==> src/rtl/line_buffer_pkg.sv <==
// Shared types, default sizes and width helpers for the line buffer family.
package line_buffer_pkg;

    localparam int DEF_WIDTH     = 16;
    localparam int DEF_LINE_LEN  = 32;
    localparam int DEF_NUM_LINES = 3;

    // Counter widths for the default geometry
    localparam int COL_W = $clog2(DEF_LINE_LEN);
    localparam int ROW_W = $clog2(DEF_NUM_LINES);

    // Pixel type at the default width
    typedef logic [DEF_WIDTH-1:0] pixel_t;

    // Counter width for a range of n values, never narrower than one bit
    function automatic int cnt_w(input int n);
        return (n < 2) ? 1 : $clog2(n);
    endfunction

endpackage

==> src/rtl/line_delay_ram.sv <==
// One circular line delay: LINE_LEN x WIDTH storage, read-before-write.
// rdata shows the entry at addr before this cycle's write, so cascading
// instances shift a column down one line per accepted pixel.
module line_delay_ram
    import line_buffer_pkg::*;
#(
    parameter int WIDTH = DEF_WIDTH,
    parameter int DEPTH = DEF_LINE_LEN,
    parameter int AW    = cnt_w(DEPTH)
) (
    input  logic             clk,
    input  logic             en,
    input  logic [AW-1:0]    addr,
    input  logic [WIDTH-1:0] wdata,
    output logic [WIDTH-1:0] rdata
);

    logic [WIDTH-1:0] mem [DEPTH];

    assign rdata = mem[addr];

    // Overwrite the slot once its old value has been passed on via rdata
    always_ff @(posedge clk) begin
        if (en) begin
            mem[addr] <= wdata;
        end
    end

endmodule

==> src/rtl/multi_line_buffer.sv <==
// Multi-line buffer: stores NUM_LINES-1 image lines and presents, for every
// accepted pixel, the vertical column of NUM_LINES pixels ending at it.
// Slice 0 of out_col is the newest pixel, slice k is from k lines earlier.
module multi_line_buffer
    import line_buffer_pkg::*;
#(
    parameter int WIDTH     = DEF_WIDTH,
    parameter int LINE_LEN  = DEF_LINE_LEN,
    parameter int NUM_LINES = DEF_NUM_LINES
) (
    input  logic                         clk,
    input  logic                         rst,
    input  logic                         frame_start,
    input  logic                         in_valid,
    input  logic [WIDTH-1:0]             in_data,
    output logic                         out_valid,
    output logic [NUM_LINES*WIDTH-1:0]   out_col,
    output logic [$clog2(LINE_LEN)-1:0]  out_col_idx,
    output logic                         primed
);

    localparam int CW = $clog2(LINE_LEN);
    localparam int RW = cnt_w(NUM_LINES);
    localparam logic [CW-1:0] LAST_COL = CW'(LINE_LEN - 1);
    localparam logic [RW-1:0] FULL_ROW = RW'(NUM_LINES - 1);

    logic [CW-1:0]                    col_cnt;
    logic [RW-1:0]                    row_cnt;
    logic                             accept;
    logic [(NUM_LINES-1)*WIDTH-1:0]   rd_bus;
    logic [NUM_LINES*WIDTH-1:0]       col_all;

    // frame_start wins: a pixel offered in the restart cycle is dropped
    assign accept  = in_valid && !frame_start;
    assign primed  = (row_cnt == FULL_ROW);
    // Column as it stands this cycle: new pixel at the bottom, delays above
    assign col_all = {rd_bus, in_data};

    // Delay k is fed by the read port of delay k-1 (delay 0 by in_data)
    for (genvar k = 0; k < NUM_LINES - 1; k++) begin : g_delay
        line_delay_ram #(
            .WIDTH (WIDTH),
            .DEPTH (LINE_LEN),
            .AW    (CW)
        ) u_ram (
            .clk   (clk),
            .en    (accept),
            .addr  (col_cnt),
            .wdata (col_all[k*WIDTH +: WIDTH]),
            .rdata (rd_bus[k*WIDTH +: WIDTH])
        );
    end

    // Column pointer wraps per line; row count saturates once primed
    always_ff @(posedge clk or negedge rst) begin
        if (!rst) begin
            col_cnt <= '0;
            row_cnt <= '0;
        end else if (frame_start) begin
            col_cnt <= '0;
            row_cnt <= '0;
        end else if (in_valid) begin
            if (col_cnt == LAST_COL) begin
                col_cnt <= '0;
                if (row_cnt != FULL_ROW) begin
                    row_cnt <= row_cnt + 1'b1;
                end
            end else begin
                col_cnt <= col_cnt + 1'b1;
            end
        end
    end

    // Register the column; valid only when primed before this pixel arrived
    always_ff @(posedge clk or negedge rst) begin
        if (!rst) begin
            out_valid   <= 1'b0;
            out_col     <= '0;
            out_col_idx <= '0;
        end else if (frame_start) begin
            out_valid   <= 1'b0;
        end else if (in_valid) begin
            out_valid   <= primed;
            out_col     <= col_all;
            out_col_idx <= col_cnt;
        end else begin
            out_valid   <= 1'b0;
        end
    end

endmodule

==> config.mk <==
export PLATFORM = sky130hd
export DESIGN_NAME = multi_line_buffer
export DESIGN_NICKNAME = d
export VERILOG_FILES = /design/src/rtl/line_buffer_pkg.sv /design/src/rtl/line_delay_ram.sv /design/src/rtl/multi_line_buffer.sv
export SDC_FILE = /design/constraint.sdc
export NUM_CORES = 1
export LEC_CHECK = 0
export BUFFER_PORTS_ARGS = -buffer_cell sky130_fd_sc_hd__buf_2
export CORE_MARGIN = 4
export CORE_UTILIZATION = 45
export CTS_BUF_LIST = sky130_fd_sc_hd__clkbuf_4 sky130_fd_sc_hd__clkbuf_8 sky130_fd_sc_hd__clkbuf_16
export CTS_CLUSTER_SIZE = 28
export DETAILED_ROUTE_END_ITERATION = 10
export HOLD_SLACK_MARGIN = 0.08
export PLACE_DENSITY = 0.61
export SLEW_MARGIN = 10
export SYNTH_ARGS = -nofsm -noshare
export SYNTH_HDL_FRONTEND = slang
export SYNTH_SLANG_ARGS = --single-unit
==> constraint.sdc <==
create_clock -name clk -period 8.4 [get_ports clk]
set_input_delay 0.42 -clock clk [delete_from_list [all_inputs] [get_ports clk]]
set_output_delay 0.42 -clock clk [all_outputs]
set_load 0.1 [all_outputs]
# After elaboration in Yosys (flattened, before gate mapping)
# Memories as Yosys holds them, arrays and structs flattened. A register that Yosys moved wholly into a read port is not among the register bits.
# Cells that the tools add are included.
# classes
addsub	2
n_eq_ne	3
n_mux	11
n_bitwise	1
reduce_logical	8
# op_table
cell	count
$mux 5	3
$mux 2	4
$reduce_bool 2->1	3
$add 5x1->5 const B	1
$eq 5x5->1 const B	1
$mux 1	4
$reduce_and 3->1	1
$add 2x1->2 const B	1
$eq 2x2->1 const B	1
$logic_not 1->1	2
$ne 2x2->1 const B	1
$reduce_and 2->1	1
$logic_and 1x1->1	1
$not 1->1	1
# word_totals
register_bits	61
mem_bits_rw	1024
inputBits	20
out_inout_bits	55
word_cells	32
memories	2
# memory_table
name	depth	word_bits	rd	rd_ports_with_merged_regs	write_ports	line	text
g_delay[0].u_ram.mem	32	16	1	0	1	line_delay_ram.sv:18	logic [WIDTH-1:0] mem [DEPTH];
g_delay[1].u_ram.mem	32	16	1	1	1	line_delay_ram.sv:18	

# Depth between registers and ports, before layout
# logic_depth
depth_word	5
ltp_mapped	8
depth_no_buf	7

# By module
# From an unflattened synthesis, not the netlist that was laid out.
# hier_totals
hier_cells	2292
hier_area_um2	42099.1
# modules_own_cells
mod	n_inst	cells_per_inst	area_per_inst_um2	seq_area_each_um2
line_delay_ram	2	1070	19728.9	15374.7
multi_line_buffer	1	152	2641.3	1526.5

# Worst setup path after synthesis
# Ideal clock, no wire load.
# synth_path
kind	input to register
start	in in_valid
end	mem g_delay[0].u_ram.mem[15][0] in the netlist's numbering (enable)
setup_ns	0.421
t_arrival_ns	2.917
required_ns	7.979
slack_ns	5.062
stages	6
n_path_buf	3
cell_sequence	clkbuf_1 nor2b_1 clkbuf_1 clkbuf_1 nand2_1 nor2_1
# synth_between
elab_chain_len	3
# synth_rtl
element	line	text
from (decl)	multi_line_buffer.sv:14	input logic in_valid,
$logic_and 1x1->1	multi_line_buffer.sv:34	assign accept = in_valid && !frame_start;
$mux 1	line_delay_ram.sv:24	if (en) begin
$mux 1 (implied by the code)	line_delay_ram.sv:25	mem[addr] <= wdata;
to (decl)	line_delay_ram.sv:18	
# No other way between the ends.

# Worst setup path in the final report
# layout_path
start	reg col_cnt[1]
end	mem g_delay[1].u_ram.mem[2][10] in the netlist's numbering, data pin
# layout_between
elab_chain_len	1
# layout_rtl
element	line	text
from (decl)	multi_line_buffer.sv:27	logic [CW-1:0] col_cnt;
from (signal assigned)	multi_line_buffer.sv:69	col_cnt <= col_cnt + 1'b1;
$mem_v2 32x16	--	
named net col_all[26]	multi_line_buffer.sv:31	logic [NUM_LINES*WIDTH-1:0] col_all;
to (decl)	line_delay_ram.sv:18	
# The timed path passes the listed nets, and every way through them passes these cells.

==> flow_metrics.tcl <==
set metrics [dict create \
    p_seq_share_pct 51.8 \
    wl_per_cell_um 30.54 \
    synth_top_family_by_area "multiplexers" \
    rsz0062_at_grt "no" \
    crit_arrival_ps 4400 \
    finClkSkew_ps 26.72 \
    ys_ff_latch 1085 \
    portBuffers 74 \
    grt.busiest_layer "met2" \
    final_nets 2359 \
    root_buffer "clkbuf_16" \
    fillers 6982 \
    synthCells 2192 \
    ys_async_sr_fraction_pct 5.622 \
    dp_slack_ps 4096 \
    grt_use_total_pct 22.40 \
    synth_edf_count 1024 \
    synth-xor-area-share_pct 0.02124 \
    gr-usage-met1_pct 31.69 \
    regArea_mm2 0.03228 \
    fp.dieW_um 310.7 \
    grt_antenna_before_repair 8 \
    critPathMaxFanout 43 \
    finalHoldViolCount 0 \
    slowest_delay_ps 950 \
    crit_type "register to register" \
    n_antenna_cell 0 \
    clock_latency_ps 670 \
    htreeDepth 3 \
    die_area_mm2 0.09656 \
    fin_setup_tns_ps 0 \
    synth_compound_area_share_pct 4.663 \
    initial_core_util_pct 45.61 \
    grt-ovfl-total 0 \
    grt_max_degree 89 \
    drtAntennaViolNets 0 \
    synthAdderAreaFrac_pct 0.1820 \
    ios 75 \
    syn2layout_area_growth_pct 14.67 \
    syn_area_mm2 0.04124 \
    start_kind "register" \
    viasPerCell 5.998 \
    syn_nets 2218 \
    grt_pass1_vias 21280 \
    gr-usage-met3_pct 4.795 \
    max_cap_violations 0 \
    status "finished clean" \
    drt-initial-drc-count 2738 \
    cts.clk_slew.worst_paths_ps 60 \
    setup_viol 0 \
    clock-sinks 1085 \
    hold_class "input pin to register" \
    crit_required_ps 8520 \
    setup.worst_path.end_class "register" \
    rows 110 \
    ir_drop_mv 0.2408 \
    chipHeight_um 310.7 \
    grt_pass1_wl_um 156500 \
    met2_usage_pct 35.14 \
    fin_ws_ps 4119 \
    yosys_warnings 0 \
    place.gp.congestion 0.8119 \
    cts_buffer_depth 3 \
    synth_cell_types 44 \
    intPower_uw 9058 \
    first_pass_iters 5 \
    synthSimpleGateAreaFrac_pct 2.412 \
    clkPwrFrac_pct 40.8 \
    drc 0 \
    critPathSlowestCell "dfrtp_4" \
    cts_tree "done" \
    crit_family "simple AND/OR/NAND/NOR gates" \
    cts_made_buffers 106 \
    synth.area.mux_share_pct 12.89 \
    core-area_mm2 0.09042 \
    hpwlAfterDp_um 65390 \
    tightest_slew_ps 1267 \
    synth_ff_type "edfxtp_1" \
    clock.fmax_mhz 233.6 \
    multiInputGateArea_mm2 0.008602 \
    period_needed_ps 4281 \
    fin_util_pct 52.30 \
    period_share_pct 50.96 \
    num_vias 21610 \
    slew-limit-headroom_pct 14.74 \
    power.density_mw_per_mm2 248.4 \
    leakage_uw 0.01473 \
    p_sw_uw 2689 \
    swShare_pct 22.89 \
    combinationalPowerShare_pct 7.4 \
    avgSynthCellArea_um2 18.82 \
    cp.buffers_inverters 1 \
    drive_above_1_share_pct 18.43 \
    drv_slew 0 \
    wl_um 110000 \
    cp_cell_sequence "buf_4 -> mux2i_1 -> o22ai_1 -> nor4_1 -> nand2_1" \
    synth-seq-area-share_pct 78.26 \
]
power by group through the flow:
stage,Combinational (uW),Clock [uW],Sequential (uW)
after CTS,883,4860,6080
final,874,4790,6080
after global routing,916,5100,6080
after detailed placement,879,0,6190
after global placement,865,0,6190
after floorplan,334,0,6440
cells by family (layout without fill, tap and decap cells):
logic type | Yosys count | after routing
mux | 467 | 467
compound gates | 303 | 303
simple gates | 202 | 202
flops | 1085 | 1085
buf+inv | 128 | 362
xor+xnor | 1 | 1
fa+ha+maj | 6 | 6
placed cells by master (no fill, tap or decap), types with 7 or more instances in the layout:
cell type / n
a211oi_1: 9
a22oi_1: 25
a31oi_1: 32
buf_12: 20
buf_2: 73
buf_4: 48
bufinv_16: 9
clkbuf_16: 108
clkbuf_4: 38
clkbuf_8: 7
clkinv_1: 19
clkinv_2: 10
dfrtp_1: 59
edfxtp_1: 1024
inv_1: 8
mux2_2: 22
mux2i_1: 396
mux4_2: 49
nand2_1: 24
nor2_1: 61
nor2_4: 32
nor3_1: 7
nor4_1: 41
o211ai_1: 9
o21ai_0: 38
o22ai_1: 174
metrics by stage:
stage	area, um2	instances	hold slack, ps	power, uW
2_1_floorplan	41240	2192	124.4	6776
3_3_place_gp	43160	3373	235.1	7057
3_5_place_dp	43540	3390	238.1	7073
4_1_cts	47150	3594	179.9	11820
5_1_grt	47300	3602	222.0	12100
6_report	47300	3602	206.6	11750
flip-flops by register name, indices dropped and copies added (netlist names):
register and cells:
col_cnt 5, g_delay.u_ram.mem 1024, out_col 48, out_col_idx 5, out_valid 1, row_cnt 2
final timing paths:
check	startpoint	end	slack [ps]	cells past startpoint
setup / recovery	col_cnt[1]	g_delay[1].u_ram.mem[2][10]	4120	5
hold / removal	in_valid	col_cnt[4]	210	3
setup reg to reg	col_cnt[1]	g_delay[1].u_ram.mem[2][10]	4120	5
hold reg to reg	out_col[4]	out_col[4]	510	1
max in group asynchronous	rst	col_cnt[0]	6940	3
min in group asynchronous	rst	out_col[6]	560	3
metal layers:
layer / vias to the layer above / share of wire, %
met5: - / 0.012
met3: 151 / 9.0
met2: 999 / 47
met1: 11260 / 41
li1: 9196 / -
met4: 2 / 3.0
worst min-delay path, cell delays in order:
cell,delay [ps]
buf_2,170
mux2i_1,170
nor2_1,60
synthesized netlist by cell type (all sizes together) (5+ instances only):
| cell | n | share of area (%) |
|---|---|---|
| edfxtp | 1024 | 75 |
| mux2i | 396 | 9.6 |
| o22ai | 174 | 2.6 |
| nor2 | 93 | 0.85 |
| buf | 83 | 1.2 |
| dfrtp | 61 | 3.7 |
| mux4 | 49 | 2.7 |
| nor4 | 43 | 0.65 |
| o21ai | 39 | 0.47 |
| clkbuf | 35 | 0.32 |
| a31oi | 32 | 0.49 |
| a22oi | 25 | 0.46 |
| nand2 | 24 | 0.22 |
| mux2 | 22 | 0.60 |
| inv | 10 | 0.097 |
| a211oi | 9 | 0.16 |
| o211ai | 9 | 0.16 |
| nand3 | 8 | 0.11 |
| nor3 | 8 | 0.097 |
| a22o | 6 | 0.13 |
| ha | 6 | 0.18 |
| nand4 | 6 | 0.11 |
| a221oi | 5 | 0.11 |
final cells by class:
type | instances | area share (%)
timing repair buffer | 151 | 2.783
multi-input combinational | 979 | 18.19
clock buffer | 153 | 6.521
clock inverter | 48 | 1.053
tap | 1176 | 3.111
sequential | 1085 | 68.26
inverter | 10 | 0.08466
timing repair:
| action | CTS | global route |
|---|---|---|
| buffers inserted | 0 | 0 |
| hold buffers | 3 | 0 |
| hold endpoints to repair | 10 | 0 |
| gates resized for setup | 0 | 0 |
Power figures use the tool's default switching activity.
